[src/rtl/key_note_encoder_if.sv]
// rtl/key_note_encoder_if.sv - key/note/event signal bundle for key_note_encoder
interface key_note_encoder_if #(
    parameter int NUM_KEYS = 8,
    parameter int OCT_W    = 1
);
    localparam int NW = OCT_W + $clog2(NUM_KEYS);

    logic                key_on;
    logic [NUM_KEYS-1:0] key;
    logic [OCT_W-1:0]    octave;
    logic [NW-1:0]       note_out;
    logic                note_on;
    logic                evt_valid;
    logic                evt_press;
    logic [NW-1:0]       evt_note;
    logic                evt_ready;
    logic                evt_overflow;

    // Board/consumer side drives switches and accepts events.
    modport master (
        output key_on, key, octave, evt_ready,
        input  note_out, note_on, evt_valid, evt_press, evt_note, evt_overflow
    );

    // Encoder side.
    modport slave (
        input  key_on, key, octave, evt_ready,
        output note_out, note_on, evt_valid, evt_press, evt_note, evt_overflow
    );
endinterface

[src/rtl/key_note_encoder.sv]
// rtl/key_note_encoder.sv - debounced key selection to note index with press/release event FIFO
module key_note_encoder #(
    parameter int NUM_KEYS   = 8,
    parameter int OCT_W      = 1,
    parameter int DEB_CYCLES = 20000,
    parameter int MODE       = 0,
    parameter int EVT_DEPTH  = 4
) (
    input logic clk,
    input logic rst_n,
    key_note_encoder_if.slave bus
);
    localparam int KW = $clog2(NUM_KEYS);
    localparam int NW = OCT_W + KW;
    localparam int CW = $clog2(DEB_CYCLES);
    localparam int AW = $clog2(EVT_DEPTH);

    logic [NUM_KEYS-1:0] sync1, sync2, stable, deb_hit, rise;
    logic [CW-1:0]       deb_cnt [NUM_KEYS];
    logic [KW-1:0]       last_key, low_idx, rise_idx, sel_idx;
    logic                any_key, one_hot, sel_valid;
    logic [NW-1:0]       new_note, note_out_r;
    logic                note_on_r;

    logic [1:0]          n_push;
    logic                ev0_press;
    logic [NW-1:0]       ev0_note;

    logic [NW:0]         mem [EVT_DEPTH];
    logic [AW-1:0]       rd_ptr, wr_ptr;
    logic [AW:0]         count, cnt_after, free_slots, n_push_w, n_acc;
    logic                pop, drop, head_load, overflow;
    logic [NW:0]         head, head_next;

    // Two-flop synchroniser on the raw switch levels.
    always_ff @(posedge clk) begin
        if (!rst_n) begin
            sync1 <= '0;
            sync2 <= '0;
        end else begin
            sync1 <= bus.key;
            sync2 <= sync1;
        end
    end

    // A key is accepted on the edge its mismatch run reaches DEB_CYCLES.
    always_comb begin
        for (int i = 0; i < NUM_KEYS; i++) begin
            deb_hit[i] = (sync2[i] != stable[i]) && (deb_cnt[i] == CW'(DEB_CYCLES - 1));
        end
        rise = deb_hit & sync2;
    end

    // Per-key debounce counters and the stable key vector.
    always_ff @(posedge clk) begin
        if (!rst_n) begin
            stable <= '0;
            for (int i = 0; i < NUM_KEYS; i++) deb_cnt[i] <= '0;
        end else begin
            for (int i = 0; i < NUM_KEYS; i++) begin
                if (sync2[i] == stable[i]) begin
                    deb_cnt[i] <= '0;
                end else if (deb_hit[i]) begin
                    stable[i]  <= sync2[i];
                    deb_cnt[i] <= '0;
                end else begin
                    deb_cnt[i] <= deb_cnt[i] + CW'(1);
                end
            end
        end
    end

    // Lowest held key and lowest newly-accepted press.
    always_comb begin
        low_idx  = '0;
        rise_idx = '0;
        for (int i = NUM_KEYS - 1; i >= 0; i--) begin
            if (stable[i]) low_idx = KW'(i);
            if (rise[i])   rise_idx = KW'(i);
        end
        any_key = |stable;
        one_hot = any_key && ((stable & (stable - NUM_KEYS'(1))) == '0);
    end

    // Most recently pressed key, updated on the same edge the stable bit rises.
    always_ff @(posedge clk) begin
        if (!rst_n) begin
            last_key <= '0;
        end else if (|rise) begin
            last_key <= rise_idx;
        end
    end

    // Selection policy; key_on low suppresses any note.
    always_comb begin
        sel_idx   = low_idx;
        sel_valid = 1'b0;
        if (MODE == 0) begin
            sel_valid = one_hot;
        end else if (MODE == 1) begin
            sel_valid = any_key;
        end else begin
            sel_valid = any_key;
            if (stable[last_key]) sel_idx = last_key;
        end
        if (!bus.key_on) sel_valid = 1'b0;
        new_note = sel_valid ? {bus.octave, sel_idx} : '0;
    end

    // Registered note outputs.
    always_ff @(posedge clk) begin
        if (!rst_n) begin
            note_on_r  <= 1'b0;
            note_out_r <= '0;
        end else begin
            note_on_r  <= sel_valid;
            note_out_r <= new_note;
        end
    end

    // Events from the note transition; a note change yields release(old) then press(new).
    always_comb begin
        n_push    = 2'd0;
        ev0_press = 1'b0;
        ev0_note  = note_out_r;
        if (!note_on_r && sel_valid) begin
            n_push    = 2'd1;
            ev0_press = 1'b1;
            ev0_note  = new_note;
        end else if (note_on_r && !sel_valid) begin
            n_push = 2'd1;
        end else if (note_on_r && sel_valid && (new_note != note_out_r)) begin
            n_push = 2'd2;
        end
    end

    // FIFO bookkeeping: pop frees space first, excess pushes drop the latest event.
    always_comb begin
        pop        = (count != '0) && bus.evt_ready;
        cnt_after  = count - (AW + 1)'(pop);
        free_slots = (AW + 1)'(EVT_DEPTH) - cnt_after;
        n_push_w   = (AW + 1)'(n_push);
        drop       = n_push_w > free_slots;
        n_acc      = drop ? free_slots : n_push_w;
        head_load  = 1'b0;
        head_next  = head;
        if (cnt_after != '0) begin
            head_load = 1'b1;
            head_next = mem[rd_ptr + AW'(pop)];
        end else if (n_acc != '0) begin
            head_load = 1'b1;
            head_next = {ev0_press, ev0_note};
        end
    end

    // FIFO storage; contents need no reset since pointers define validity.
    always_ff @(posedge clk) begin
        if (n_acc != '0)              mem[wr_ptr]          <= {ev0_press, ev0_note};
        if (n_acc >= (AW + 1)'(2))    mem[wr_ptr + AW'(1)] <= {1'b1, new_note};
    end

    // FIFO pointers, registered head and sticky overflow.
    always_ff @(posedge clk) begin
        if (!rst_n) begin
            rd_ptr   <= '0;
            wr_ptr   <= '0;
            count    <= '0;
            head     <= '0;
            overflow <= 1'b0;
        end else begin
            rd_ptr <= rd_ptr + AW'(pop);
            wr_ptr <= wr_ptr + AW'(n_acc);
            count  <= cnt_after + n_acc;
            if (head_load) head <= head_next;
            if (drop) overflow <= 1'b1;
        end
    end

    assign bus.note_on      = note_on_r;
    assign bus.note_out     = note_out_r;
    assign bus.evt_valid    = (count != '0);
    assign bus.evt_press    = head[NW];
    assign bus.evt_note     = head[NW-1:0];
    assign bus.evt_overflow = overflow;
endmodule

[src/flat_wrapper.sv]
// flat-port wrapper written by rule: the top's interface ports become plain ports
module key_note_encoder_flat 
#(
    parameter int NUM_KEYS   = 8,
    parameter int OCT_W      = 1,
    parameter int DEB_CYCLES = 20000,
    parameter int MODE       = 0,
    parameter int EVT_DEPTH  = 4
)
  (clk, rst_n, bus_key_on, bus_key, bus_octave, bus_evt_ready, bus_note_out, bus_note_on, bus_evt_valid, bus_evt_press, bus_evt_note, bus_evt_overflow);
  key_note_encoder_if #(.NUM_KEYS(NUM_KEYS), .OCT_W(OCT_W)) bus_i ();
  input logic clk;
  input logic rst_n;
  input wire logic [$bits(bus_i.key_on)-1:0] bus_key_on;
  input wire logic [$bits(bus_i.key)-1:0] bus_key;
  input wire logic [$bits(bus_i.octave)-1:0] bus_octave;
  input wire logic [$bits(bus_i.evt_ready)-1:0] bus_evt_ready;
  output wire logic [$bits(bus_i.note_out)-1:0] bus_note_out;
  output wire logic [$bits(bus_i.note_on)-1:0] bus_note_on;
  output wire logic [$bits(bus_i.evt_valid)-1:0] bus_evt_valid;
  output wire logic [$bits(bus_i.evt_press)-1:0] bus_evt_press;
  output wire logic [$bits(bus_i.evt_note)-1:0] bus_evt_note;
  output wire logic [$bits(bus_i.evt_overflow)-1:0] bus_evt_overflow;
  assign bus_i.key_on = bus_key_on;
  assign bus_i.key = bus_key;
  assign bus_i.octave = bus_octave;
  assign bus_i.evt_ready = bus_evt_ready;
  assign bus_note_out = bus_i.note_out;
  assign bus_note_on = bus_i.note_on;
  assign bus_evt_valid = bus_i.evt_valid;
  assign bus_evt_press = bus_i.evt_press;
  assign bus_evt_note = bus_i.evt_note;
  assign bus_evt_overflow = bus_i.evt_overflow;
  key_note_encoder #(.NUM_KEYS(NUM_KEYS), .OCT_W(OCT_W), .DEB_CYCLES(DEB_CYCLES), .MODE(MODE), .EVT_DEPTH(EVT_DEPTH)) u_core (.clk(clk), .rst_n(rst_n), .bus(bus_i));
endmodule
[config.mk]
export PLATFORM = sky130hd
export DESIGN_NAME = key_note_encoder_flat
export DESIGN_NICKNAME = d
export VERILOG_FILES = /design/src/rtl/key_note_encoder_if.sv /design/src/rtl/key_note_encoder.sv /design/src/flat_wrapper.sv
export SDC_FILE = /design/constraint.sdc
export NUM_CORES = 1
export LEC_CHECK = 0
export ABC_AREA = 1
export CORE_MARGIN = 5
export CORE_UTILIZATION = 55
export CTS_CLUSTER_DIAMETER = 30
export DETAILED_ROUTE_END_ITERATION = 10
export PLACE_DENSITY = 0.71
export SYNTH_ARGS = -nofsm -noshare
export SYNTH_HDL_FRONTEND = slang
export SYNTH_SLANG_ARGS = --single-unit
[constraint.sdc]
create_clock -name clk -period 6.1 [get_ports clk]
set_input_delay 1.22 -clock clk [delete_from_list [all_inputs] [get_ports clk]]
set_output_delay 1.22 -clock clk [all_outputs]
set_load 0.005 [all_outputs]
==> flow_summary.ini <==
[global_routing]
antenna_found_initial = 0
grt_start_max_net_pins = 45
overflow = 0
grt_pass1_vias = 6580
grt_first_pass_wirelength_um = 29100
track_usage = 0.176

[cts]
cts-buffers-inserted = 17
post_cts_buffers = 0
path_clk_slew_ns = 0.06
htreeDepth = 4
cts_resized = 0
cts_tree = done
clk-insertion-delay-late_ns = 0.42
cts_hold_buf = 0
clock_path_buffers = 2
cts_root_buf = clkbuf_16
clock-sinks = 182

[cells_and_area]
final_cell_area_sq_mm = 0.0109
syn_to_final_growth_pct = 16.3
fillCellCount = 1437
final_nets = 1264
diodes = 0
drive_gt1_frac = 0.0491

[setup_path]
endpoint = u_core.mem[3][1]$_DFFE_PP_
startpoint_type = input pin
r2r_cells = 21
crit_start = bus_key_on
crit_slowest_cell = clkdlybuf4s50_1
critPathKind = input pin to flop
reg2reg_to = u_core.mem[3][1]$_DFFE_PP_
ff2ff_setup_slack_ns = 1.91
end_kind = flop
required_ns = 6.22
cp_max_fo = 14
critPathMaxStageDelay_ns = 0.47
crit_chain = clkdlybuf4s50_1 -> nand2_1 -> nor2_1 -> nand3_2 -> nor2_8 -> ha_1 -> inv_1 -> nand2_1 -> nor2_1 -> nand2_1 -> inv_1 -> ha_1 -> inv_1 -> o21bai_1 -> and3_1 -> inv_1 -> o21ai_0 -> inv_1 -> nand3_4 -> nand2_1 -> nand2_1
arrival_ns = 4.98
timing.rr.start = u_core.stable[3]$_SDFFE_PN0P_

[floorplan]
dieWidth_um = 141
rows = 47
die_area_sq_mm = 0.0198
ioPinCount = 25
fp.dieH_um = 141
core_area_sq_mm = 0.0167
start_util = 0.563

[logic_synthesis]
async_flop_share = 0
synth_largest_area_cell = edfxtp_1
yosysWarnings = 0
ys_types = 43
synthTopCellsByArea = edfxtp_1, dfxtp_1, nand2_1, inv_1, nor2_1
ys.flop_type = edfxtp_1
syn_area_sq_mm = 0.00941
ys_ff_latch = 182
synth_most_common_cell = nand2_1
seq_area_frac_synth = 0.532
yosys-top-cells-count = nand2_1, inv_1, nor2_1, edfxtp_1, a21oi_1
syn_avg_cell_area_sq_um = 8.68
synth_top_area_frac = 0.434
synth_cells = 1084
synth-edff-count = 136

[sta]
rsz0062_at_grt = false
timing.final.crit_share = 0.797
skew_ns = 0.00749
drv_slew = 0
finalCriticalPeriod_ns = 4.86
timing.fmax_ghz = 0.206
setup_tns_ns = 0
worst_pin_slew_ns = 1.02
setup_violations = 0
finalHoldViolations = 0
whs_ns = 0.410
slew_headroom = 0.313
setup_slack_ns = 1.24

[worst_hold_path]
hold_depth = 2
holdCritPathClass = flop to flop

[power]
pwr-share-comb = 0.224
ir_drop_mv = 0.232
share_seq_of_total_power = 0.438
intPower_w = 0.00242
p_switching_w = 0.00102
pwr-share-clk = 0.338
p_per_area_mw_per_mm2 = 314
swShare = 0.295
power.leakage_nw = 4.65

[placement]
place_area_sq_mm = 0.0103
post-dp-hpwl_um = 12300
gp_congestion = 0.904
dp_slack_ns = 0.804
port_buffers = 24

[route]
met3_wirelength_um = 457
vias_per_cell = 4.89
routed.top_layer = met4
drt_wl_total_um = 16600
final_antenna_net_count = 0
met1_length_um = 8050
first_pass_iters = 8
vias = 7149
drt_iter0_markers = 481
wl_met2_um = 7840
wl_per_cell_um = 11.3
drcViolationCount = 2

[run_status]
violations = DRC
status = finished, violations left

[flow_run]
maxCapViolations = 0
==> flip-flops by register name, indices dropped and copies added, names as in the netlist <==
name	count
u_core.bus.note_on	1
u_core.rd_ptr	2
u_core.count	3
u_core.head	5
u_core.deb_cnt	120
u_core.sync1	8
u_core.bus.evt_overflow	1
u_core.sync2	8
u_core.mem	20
u_core.wr_ptr	2
u_core.stable	8
u_core.bus.note_out	4
==> cell families after synthesis <==
| family | after synthesis | synth area share |
|---|---|---|
| simple gates | 536 | 0.262 |
| flops | 182 | 0.532 |
| buf+inv | 178 | 0.0718 |
| compound gates | 146 | 0.0867 |
| fa+ha+maj | 21 | 0.0287 |
| xor+xnor | 20 | 0.0186 |
| other cells | 1 | 0.000399 |
==> cell usage in the layout (no fill, tap or decap), types with 3 or more instances in the layout <==
cell             instances
o21bai_1                 6
nand3_2                  4
a31oi_1                  5
nor2_2                   5
nor2_1                 148
nor3_1                  40
clkdlybuf4s50_1         23
o21ai_0                 39
nand2_2                  7
dfxtp_1                 46
nor3b_1                 34
xnor2_1                  6
nor4_1                  15
or2_2                    4
o21ai_1                 18
nand3_1                 48
clkbuf_16               21
o221ai_1                 3
o21a_1                   5
edfxtp_1               136
nand4_1                 18
a21oi_1                 56
inv_1                  157
inv_2                    4
nand2_1                205
xor2_1                  14
conb_1                 120
a211o_1                  3
ha_1                    20
clkinvlp_4               4
==> power groups by stage <==
stage          clock network, W  logic [W]  registers (W)
6_report                0.00116   0.000771        0.00151
5_1_grt                 0.00124   0.000880        0.00152
4_1_cts                 0.00118   0.000767        0.00151
3_5_place_dp                  0   0.000764        0.00153
3_3_place_gp                  0   0.000751        0.00153
2_1_floorplan                 0   0.000600        0.00152
==> critical path, delay by kind of cell <==
kind	cells	cell delay (ns)
compound gates	2	0.47
fa+ha+maj	2	0.63
buf+inv	6	1.07
simple gates	11	1.58
==> cell type report <==
cell class | count | area [sq um] | share of cell area
Tap cell | 220 | 275 | 0.0252
Timing Repair Buffer | 24 | 235 | 0.0215
Clock inverter | 9 | 109 | 0.00995
Multi-Input combinational cell | 843 | 4170 | 0.382
Clock buffer | 23 | 533 | 0.0487
Sequential cell | 182 | 5000 | 0.458
Inverter | 162 | 608 | 0.0556
==> metrics by stage <==
stage	utilization	instances	total power, W
CTS	0.655	1463	0.00346
global placement	0.617	1431	0.00228
floorplan	-	1203	0.00212
finish	0.655	1463	0.00344
detailed placement	0.617	1431	0.00230
global route	0.655	1463	0.00364
==> worst min path at each step <==
stage          slack [ns]                        from                    endpoint
6_report             0.41  u_core.sync1[6]$_SDFF_PN0_  u_core.sync2[6]$_SDFF_PN0_
4_1_cts              0.41  u_core.sync1[3]$_SDFF_PN0_  u_core.sync2[3]$_SDFF_PN0_
2_1_floorplan        0.39  u_core.sync1[0]$_SDFF_PN0_  u_core.sync2[0]$_SDFF_PN0_
3_3_place_gp         0.39  u_core.sync1[5]$_SDFF_PN0_  u_core.sync2[5]$_SDFF_PN0_
5_1_grt              0.44  u_core.sync1[7]$_SDFF_PN0_  u_core.sync2[7]$_SDFF_PN0_
3_5_place_dp         0.40  u_core.sync1[3]$_SDFF_PN0_  u_core.sync2[3]$_SDFF_PN0_
==> routing by layer <==
| metal | global-route usage | up-vias |
|---|---|---|
| li1 | - | 3811 |
| met1 | 0.237 | 3218 |
| met2 | 0.293 | 103 |
| met3 | 0.0298 | 17 |
| met4 | 0.0561 | 0 |
| met5 | 0 | - |
(Power assumes the default switching activity.)
